### src/rtl/npu_load_sequencer.sv
// npu_load_sequencer: streams host words into four image banks, then conv, dense and bias weight RAMs.
// Optional build macro PACK4_WGT_EN: weight phases unpack up to four bytes from each host word.
module npu_load_sequencer #(
  parameter int IMG_WORDS   = 224,
  parameter int CONV_BYTES  = 18816,
  parameter int DENSE_BYTES = 16746,
  parameter int BIAS_BYTES  = 10
) (
  input  logic        clk,
  input  logic        reset,
  input  logic        start,
  input  logic        abort,
  input  logic        wr_valid,
  input  logic [31:0] wr_data,
  output logic        wr_ready,
  output logic [3:0]  img_we,
  output logic [7:0]  img_addr,
  output logic [31:0] img_data,
  output logic        conv_we,
  output logic        dense_we,
  output logic        bias_we,
  output logic [14:0] conv_addr,
  output logic [14:0] dense_addr,
  output logic [3:0]  bias_addr,
  output logic [7:0]  wgt_data,
  output logic        busy,
  output logic        done,
  output logic        err,
  output logic [2:0]  phase
);

  typedef enum logic [2:0] {
    S_IDLE  = 3'd0,
    S_IMG   = 3'd1,
    S_CONV  = 3'd2,
    S_DENSE = 3'd3,
    S_BIAS  = 3'd4
  } state_e;

  localparam logic [14:0] IMG_LAST   = 15'(IMG_WORDS - 1);
  localparam logic [14:0] CONV_LAST  = 15'(CONV_BYTES - 1);
  localparam logic [14:0] DENSE_LAST = 15'(DENSE_BYTES - 1);
  localparam logic [14:0] BIAS_LAST  = 15'(BIAS_BYTES - 1);

  state_e      state_q, state_d;
  logic [14:0] cnt_q, cnt_d;
  logic        done_q, done_d;
  logic        err_q, err_d;

  logic [3:0]  img_we_q, img_we_d;
  logic [7:0]  img_addr_q, img_addr_d;
  logic [31:0] img_data_q, img_data_d;
  logic        conv_we_q, conv_we_d;
  logic        dense_we_q, dense_we_d;
  logic        bias_we_q, bias_we_d;
  logic [14:0] conv_addr_q, conv_addr_d;
  logic [14:0] dense_addr_q, dense_addr_d;
  logic [3:0]  bias_addr_q, bias_addr_d;
  logic [7:0]  wgt_data_q, wgt_data_d;

  logic        xfer_s, step_s, abort_s, start_ok_s, start_err_s;
  logic        unpack_s, wgt_phase_s, last_hit_s;
  logic [14:0] last_s;
  logic [7:0]  byte_s;

  assign busy        = (state_q != S_IDLE);
  assign wr_ready    = busy && !unpack_s;
  assign phase       = state_q;
  assign xfer_s      = wr_valid && wr_ready;
  assign step_s      = xfer_s || unpack_s;
  assign abort_s     = abort && busy;
  assign start_ok_s  = start && !abort && !busy;
  assign start_err_s = start && !abort && busy;
  assign wgt_phase_s = (state_q == S_CONV) || (state_q == S_DENSE) || (state_q == S_BIAS);
  assign last_hit_s  = step_s && (cnt_q == last_s);

`ifdef PACK4_WGT_EN
  logic [31:0] word_q, word_d;
  logic [1:0]  sub_q, sub_d;
  logic        unpack_q, unpack_d;

  assign unpack_s = unpack_q;
  assign byte_s   = unpack_q ? word_q[{sub_q, 3'b000} +: 8] : wr_data[7:0];

  // Unpack bookkeeping: a word is captured on transfer, its upper bytes go out on the following cycles.
  always_comb begin
    word_d   = word_q;
    sub_d    = sub_q;
    unpack_d = unpack_q;
    if (abort_s || start_ok_s || last_hit_s) begin
      unpack_d = 1'b0;
      sub_d    = 2'd0;
    end else if (xfer_s && wgt_phase_s) begin
      word_d   = wr_data;
      sub_d    = 2'd1;
      unpack_d = 1'b1;
    end else if (unpack_q) begin
      sub_d    = sub_q + 2'd1;
      unpack_d = (sub_q != 2'd3);
    end else begin
      unpack_d = 1'b0;
    end
  end

  // Unpack registers.
  always_ff @(posedge clk) begin
    if (reset) begin
      word_q   <= 32'd0;
      sub_q    <= 2'd0;
      unpack_q <= 1'b0;
    end else begin
      word_q   <= word_d;
      sub_q    <= sub_d;
      unpack_q <= unpack_d;
    end
  end
`else
  assign unpack_s = 1'b0;
  assign byte_s   = wr_data[7:0];
`endif

  // Last element index of the current phase.
  always_comb begin
    case (state_q)
      S_IMG:   last_s = IMG_LAST;
      S_CONV:  last_s = CONV_LAST;
      S_DENSE: last_s = DENSE_LAST;
      S_BIAS:  last_s = BIAS_LAST;
      default: last_s = 15'd0;
    endcase
  end

  // State register and all registered outputs.
  always_ff @(posedge clk) begin
    if (reset) begin
      state_q      <= S_IDLE;
      cnt_q        <= 15'd0;
      done_q       <= 1'b0;
      err_q        <= 1'b0;
      img_we_q     <= 4'd0;
      img_addr_q   <= 8'd0;
      img_data_q   <= 32'd0;
      conv_we_q    <= 1'b0;
      dense_we_q   <= 1'b0;
      bias_we_q    <= 1'b0;
      conv_addr_q  <= 15'd0;
      dense_addr_q <= 15'd0;
      bias_addr_q  <= 4'd0;
      wgt_data_q   <= 8'd0;
    end else begin
      state_q      <= state_d;
      cnt_q        <= cnt_d;
      done_q       <= done_d;
      err_q        <= err_d;
      img_we_q     <= img_we_d;
      img_addr_q   <= img_addr_d;
      img_data_q   <= img_data_d;
      conv_we_q    <= conv_we_d;
      dense_we_q   <= dense_we_d;
      bias_we_q    <= bias_we_d;
      conv_addr_q  <= conv_addr_d;
      dense_addr_q <= dense_addr_d;
      bias_addr_q  <= bias_addr_d;
      wgt_data_q   <= wgt_data_d;
    end
  end

  // Next state: abort beats start, and a start while busy only flags err.
  always_comb begin
    state_d = state_q;
    cnt_d   = cnt_q;
    done_d  = done_q;
    err_d   = err_q;
    if (abort_s) begin
      state_d = S_IDLE;
      cnt_d   = 15'd0;
    end else if (start_ok_s) begin
      state_d = S_IMG;
      cnt_d   = 15'd0;
      done_d  = 1'b0;
      err_d   = 1'b0;
    end else begin
      if (start_err_s) err_d = 1'b1;
      else             err_d = err_q;
      if (last_hit_s) begin
        cnt_d = 15'd0;
        case (state_q)
          S_IMG:   state_d = S_CONV;
          S_CONV:  state_d = S_DENSE;
          S_DENSE: state_d = S_BIAS;
          S_BIAS: begin
            state_d = S_IDLE;
            done_d  = 1'b1;
          end
          default: state_d = S_IDLE;
        endcase
      end else if (step_s) begin
        cnt_d = cnt_q + 15'd1;
      end else begin
        cnt_d = cnt_q;
      end
    end
  end

  // Output path: one element written per step, squashed by abort; addresses hold between writes.
  always_comb begin
    img_we_d     = 4'd0;
    conv_we_d    = 1'b0;
    dense_we_d   = 1'b0;
    bias_we_d    = 1'b0;
    img_addr_d   = img_addr_q;
    img_data_d   = img_data_q;
    conv_addr_d  = conv_addr_q;
    dense_addr_d = dense_addr_q;
    bias_addr_d  = bias_addr_q;
    wgt_data_d   = wgt_data_q;
    if (start_ok_s) begin
      img_addr_d   = 8'd0;
      conv_addr_d  = 15'd0;
      dense_addr_d = 15'd0;
      bias_addr_d  = 4'd0;
    end else if (step_s && !abort_s) begin
      case (state_q)
        S_IMG: begin
          img_we_d   = 4'b1111;
          img_addr_d = cnt_q[7:0];
          img_data_d = wr_data;
        end
        S_CONV: begin
          conv_we_d   = 1'b1;
          conv_addr_d = cnt_q;
          wgt_data_d  = byte_s;
        end
        S_DENSE: begin
          dense_we_d   = 1'b1;
          dense_addr_d = cnt_q;
          wgt_data_d   = byte_s;
        end
        S_BIAS: begin
          bias_we_d   = 1'b1;
          bias_addr_d = cnt_q[3:0];
          wgt_data_d  = byte_s;
        end
        default: img_we_d = 4'd0;
      endcase
    end else begin
      img_we_d = 4'd0;
    end
  end

  assign img_we     = img_we_q;
  assign img_addr   = img_addr_q;
  assign img_data   = img_data_q;
  assign conv_we    = conv_we_q;
  assign dense_we   = dense_we_q;
  assign bias_we    = bias_we_q;
  assign conv_addr  = conv_addr_q;
  assign dense_addr = dense_addr_q;
  assign bias_addr  = bias_addr_q;
  assign wgt_data   = wgt_data_q;
  assign done       = done_q;
  assign err        = err_q;

endmodule

### config.mk
export PLATFORM = sky130hd
export DESIGN_NAME = npu_load_sequencer
export DESIGN_NICKNAME = d
export VERILOG_FILES = /design/src/rtl/npu_load_sequencer.sv
export SDC_FILE = /design/constraint.sdc
export NUM_CORES = 1
export LEC_CHECK = 0
export BUFFER_PORTS_ARGS = -buffer_cell sky130_fd_sc_hd__buf_2
export CORE_MARGIN = 2
export CORE_UTILIZATION = 25
export CTS_CLUSTER_SIZE = 28
export DETAILED_ROUTE_END_ITERATION = 8
export PLACE_DENSITY = 0.42
export SKIP_CTS_REPAIR_TIMING = 1
export SYNTH_ARGS = -nofsm -noshare
export SYNTH_HDL_FRONTEND = slang
export SYNTH_SLANG_ARGS = --single-unit
### constraint.sdc
create_clock -name clk -period 3.95 [get_ports clk]
set_clock_uncertainty 0.1 [all_clocks]
set_input_delay 0.9875 -clock clk [delete_from_list [all_inputs] [get_ports clk]]
set_output_delay 0.9875 -clock clk [all_outputs]
set_load 0.03 [all_outputs]
==> results.cfg, run 1 <==
[status]
status = finished, final reports clean

[floorplan]
fp.dieW_um = 132.6
dieArea_mm2 = 0.01757
core-area_mm2 = 0.01635
die_h_um = 132.6
start_util_pct = 25.28
row_count = 47
ioPinCount = 133

[synthesis]
synth.area.top_cells = dfxtp_1 (51%), nand2_1 (14%), a21oi_1 (9.0%)
synth_flop_cell = dfxtp_1
synth_edf_count = 0
async_reset_ff_share_pct = 0
ys_ff_latch = 106
yosys_warnings = 0
synth_nets = 549
yosys.area.top_type = dfxtp_1
syn_inst = 511
synth_area_per_cell_um2 = 8.088
synthesis.area_mm2 = 0.004133
yosysSeqAreaShare_pct = 51.35
synth_cell_types = 42
synth_top_cell_area_share_pct = 51.35

[sta]
min_period_ns = 2.847
rsz0062_at_grt = no
timing_hold_violations_final = 0
maxSlewViolCount = 0
finalSetupViolCount = 0
fin_ws_ns = 1.103
slew_headroom_pct = 25.98
fmaxAchievable_ghz = 0.3513
worst_pin_slew_ns = 1.106
period_share_pct = 72.06
fin_tns_setup_ns = 0

[final_layout]
stdcell_area_mm2 = 0.005246
n_antenna_cell = 0
final_net_count = 655
area_growth_pct = 26.95
final_common_cell = nand2_1
final_cell_mix = nand2_1 (151), buf_2 (132), dfxtp_1 (106)
postLayoutCoreUtil_pct = 32.09
layout-drive-gt1-share_pct = 25.40

[detailed_routing]
viasPerCell = 4.384
wl_um = 11850
wl_met3_um = 1120
wl_per_cell_um = 14.07
wl_met1_um = 5375
via_count = 3691
drt_iter0_drc = 154
drc = 0
ant_nets = 0
firstDrtPassIters = 4
wl_met2_um = 5167
top_layer_used = met4

[clocking]
cts_tree = yes
cts.sinks = 106
cts.clk_slew.worst_paths_ns = 0.07
cts_buffer_depth = 2
h-tree-depth = 3
cts-root-buf = clkbuf_16
insertion_delay_ns = 0.35
numCtsBuffers = 9

[placed_design]
gp_congestion = 0.7780
placed_area_mm2 = 0.004926
dp_hpwl_um = 8140
portBuffers = 132
dp_slack_ns = 1.023

[pwr]
clockPowerShare_pct = 45.0
switchingPower_mw = 0.4768
swShare_pct = 22.12
p_seq_share_pct = 50.2
ir_drop_v = 0.0002136
p_int_mw = 1.679
p_per_area_mw_per_mm2 = 411.0
combPwrFrac_pct = 4.8
p_leak_nw = 2.199

[global_route]
grt_pass1_vias = 3577
antenna_found_initial = 0
grt_max_degree = 45
grt_pass1_wl_um = 18950
grt-ovfl-total = 0
grt.total_usage_pct = 13.55

[critical_path]
startpoint_type = register
crit_path_max_fanout = 15
cp.arrival_ns = 1.76
r2r_slack_ns = 1.21
cp-end-kind = primary output
path_class = register to primary output
required_ns = 2.86

[run]
drv_cap = 0

[hold_path]
hold_path_class = register to register
==> per-stage QoR <==
step,cells,power (mW),hold WS [ns]
after floorplan,511,1.172,0.3775
after global placement,826,1.211,0.3406
after detailed placement,826,1.212,0.3430
after CTS,842,2.192,0.3528
after global routing,842,2.243,0.3697
final,842,2.156,0.3520
==> state kept, by name (all words and copies together), names as in the netlist <==
signal / cells
conv_we: 1
img_we: 1
dense_addr: 15
wgt_data: 8
img_addr: 8
phase: 3
done: 1
dense_we: 1
bias_we: 1
conv_addr: 15
err: 1
cnt_q: 15
img_data: 32
bias_addr: 4
==> synth_stat cells (2+ instances only) <==
master	number
clkbuf_1	32
nand3_1	8
buf_4	4
xnor2_1	12
xor2_1	5
a31oi_1	2
and3_1	2
mux2i_1	14
buf_2	4
nor3_1	10
o21ai_0	3
a21o_1	2
nand2_1	151
dfxtp_1	106
a211oi_1	2
inv_1	6
nor4_1	4
or3_1	5
nor2_1	40
nand2b_1	4
a21oi_1	74
==> power groups by stage <==
stage | clock [mW] | combinational (mW) | sequential, mW
CTS | 1.00 | 0.106 | 1.08
global route | 1.05 | 0.115 | 1.08
detailed placement | 0 | 0.106 | 1.11
global placement | 0 | 0.104 | 1.11
floorplan | 0 | 0.0556 | 1.12
finish | 0.971 | 0.103 | 1.08
==> final timing paths <==
path / end / cells past startpoint / startpoint
setup / recovery: busy / 3 / phase[1]
hold / removal: conv_addr[5] / 2 / conv_addr[5]
setup reg to reg: cnt_q[6] / 6 / phase[1]
hold reg to reg: conv_addr[5] / 2 / conv_addr[5]
==> worst max-delay path, cell delays in order, from the launching register on <==
cell,delay (ns)
dfxtp_1,0.48
nor3_1,0.46
inv_1,0.23
buf_2,0.24
==> logic make-up after synthesis <==
group                      Yosys count  share of synthesized area, %
adders and majority gates            1                        0.3027
xor gates and xnor gates            17                         3.603
AOI/OAI and AO/OA                   86                         11.29
DFF                                106                         51.35
muxes                               15                         3.663
and+or+nand+nor                    238                         24.77
buffers and inverters               48                         5.026
==> routing by layer <==
metal	track usage [%]	vias up
met3	6.054	12
met2	21.07	118
li1	-	1875
met4	4.002	0
met5	0	-
met1	16.93	1686
==> cell type report <==
cell class	count	area, um2
tap	220	275.3
clock inverter	5	77.57
fill	1819	11100
timing repair buffer	137	698.2
inverter	6	22.52
sequential	106	2122
multi-input combinational	357	1808
clock buffer	11	242.7
Power figures use the tool's default switching activity.
==> inputs of run 2 (changes only) <==
--- a/config.mk
+++ b/config.mk
@@ -10,7 +10,7 @@
 export CORE_UTILIZATION = 25
 export CTS_CLUSTER_SIZE = 28
 export DETAILED_ROUTE_END_ITERATION = 8
-export PLACE_DENSITY = 0.42
+export PLACE_DENSITY = 0.44
 export SKIP_CTS_REPAIR_TIMING = 1
 export SYNTH_ARGS = -nofsm -noshare
 export SYNTH_HDL_FRONTEND = slang
==> constraint.sdc (replaced) <==
create_clock -name clk -period 2.5 [get_ports clk]
set_clock_uncertainty 0.1 [all_clocks]
set_input_delay 0.625 -clock clk [delete_from_list [all_inputs] [get_ports clk]]
set_output_delay 0.625 -clock clk [all_outputs]
set_load 0.03 [all_outputs]
==> run 2 against run 1 <==
Net effect:
- design area up 2.1%
- first-iteration DRC count is 0.65% higher
- non-clock buffer count rose by 16
- critical endpoint is now phase[2]
- largest power group unchanged
- sequential cell count unchanged
- setup slack lost 0.91 ns
==> results.cfg, run 2 (synthesized netlist as in run 1, its figures left out) <==
[status]
status = finished, final reports clean

[sta]
maxSlewViolCount = 0
finalSetupViolCount = 0
fmaxAchievable_ghz = 0.4330
fin_tns_setup_ns = 0
rsz0062_at_grt = no
worst_pin_slew_ns = 0.6921
slew_headroom_pct = 53.58
min_period_ns = 2.310
period_share_pct = 92.38
timing_hold_violations_final = 0

[detailed_routing]
wl_met3_um = 1115
ant_nets = 0
wl_um = 11940
wl_met1_um = 5076
drt_iter0_drc = 155
drc = 0
wl_met2_um = 5597
via_count = 3758
viasPerCell = 4.380
top_layer_used = met4
wl_per_cell_um = 13.91
firstDrtPassIters = 4

[critical_path]
crit_family = simple AND/OR/NAND/NOR gates
path_class = register to register
cp.arrival_ns = 2.45
startpoint_type = register
slowest_stage = dfxtp_1
critPathMaxStageDelay_ns = 0.59
path_buf_inv = 0
crit_chain = and2b_1 -> xnor2_1 -> or4_4 -> nor3_4 -> mux2_1
crit_path_max_fanout = 15
cp-end-kind = register
required_ns = 2.64

[placed_design]
dp_hpwl_um = 8387
dp_cells = 842
portBuffers = 132
gp_congestion = 0.8105

[hold_path]
hold_path_class = register to register

[global_route]
grt_pass1_vias = 3731
grt_max_degree = 49
antenna_found_initial = 1
grt.total_usage_pct = 13.90
grt-ovfl-total = 0
grt_pass1_wl_um = 19260

[clocking]
insertion_delay_ns = 0.35
cts_tree = yes
cts-root-buf = clkbuf_16
numCtsBuffers = 9
h-tree-depth = 3
cts_buffer_depth = 2
cts.sinks = 106
cts.clk_slew.worst_paths_ns = 0.06

[floorplan]
die_h_um = 132.6
fp.dieW_um = 132.6
row_count = 47
ioPinCount = 133
core-area_mm2 = 0.01635
dieArea_mm2 = 0.01757
start_util_pct = 25.28

[pwr]
ir_drop_v = 0.0003269
p_leak_nw = 2.272
p_per_area_mw_per_mm2 = 619.9

[run]
drv_cap = 0

[final_layout]
layout.cells.non_filler = 858
final_common_cell = nand2_1
final_net_count = 671
area_growth_pct = 29.61
n_antenna_cell = 0
final_cell_mix = nand2_1 (151), buf_2 (132), dfxtp_1 (106)
largest_reg_flops = 32
layout-drive-gt1-share_pct = 27.27
[run 2: cell types whose count changed in the layout (fill, tap and decap cells not counted), sizes merged]
cell,change
buf,+16
bufinv,-1
clkbuf,+1
[run 2: worst paths after layout]
| path | start | to | slack, ns | cells past startpoint |
|---|---|---|---|---|
| max | phase[2] | phase[2] | 0.19 | 5 |
| min | dense_addr[6] | dense_addr[6] | 0.35 | 2 |
| max reg2reg | phase[2] | phase[2] | 0.19 | 5 |
| min reg2reg | dense_addr[6] | dense_addr[6] | 0.35 | 2 |
[run 2: metal layers]
layer  track usage (%)  up-vias
li1                  -     1913
met1             16.53     1696
met2             22.94      138
met3             5.939       11
met4             3.883        0
met5                 0        -
[run 2: cell type report]
class	count	area, um2
inverter	6	22.52
multi-input combinational	357	1808
clock inverter	4	51.30
sequential	106	2122
clock buffer	12	246.5
fill	1785	10990
timing repair buffer	153	830.8
tap	220	275.3
[run 2: worst min-delay path, stage by stage (launching register included)]
cell and delay [ns]:
dfxtp_1 0.31, nand2_1 0.05, a21oi_1 0.05
[run 2: per-stage QoR]
stage	utilization (%)	power, mW	setup slack (ns)	instance area, um2	hold WS [ns]
final	32.76	3.321	0.1904	5356	0.3506
after global routing	32.76	3.472	0.07848	5356	0.3719
after CTS	32.76	3.382	0.1945	5356	0.3541
after detailed placement	30.94	1.928	0.2039	5059	0.3441
after global placement	30.94	1.926	0.2509	5059	0.3395
after floorplan	-	1.851	0.1256	4133	0.3775
[run 2: report_power, final]
part           switching [mW]  leakage (nW)  internal [mW]
Clock                   0.629         0.143          0.805
Sequential            0.00872         0.854           1.70
Combinational           0.117          1.27         0.0621
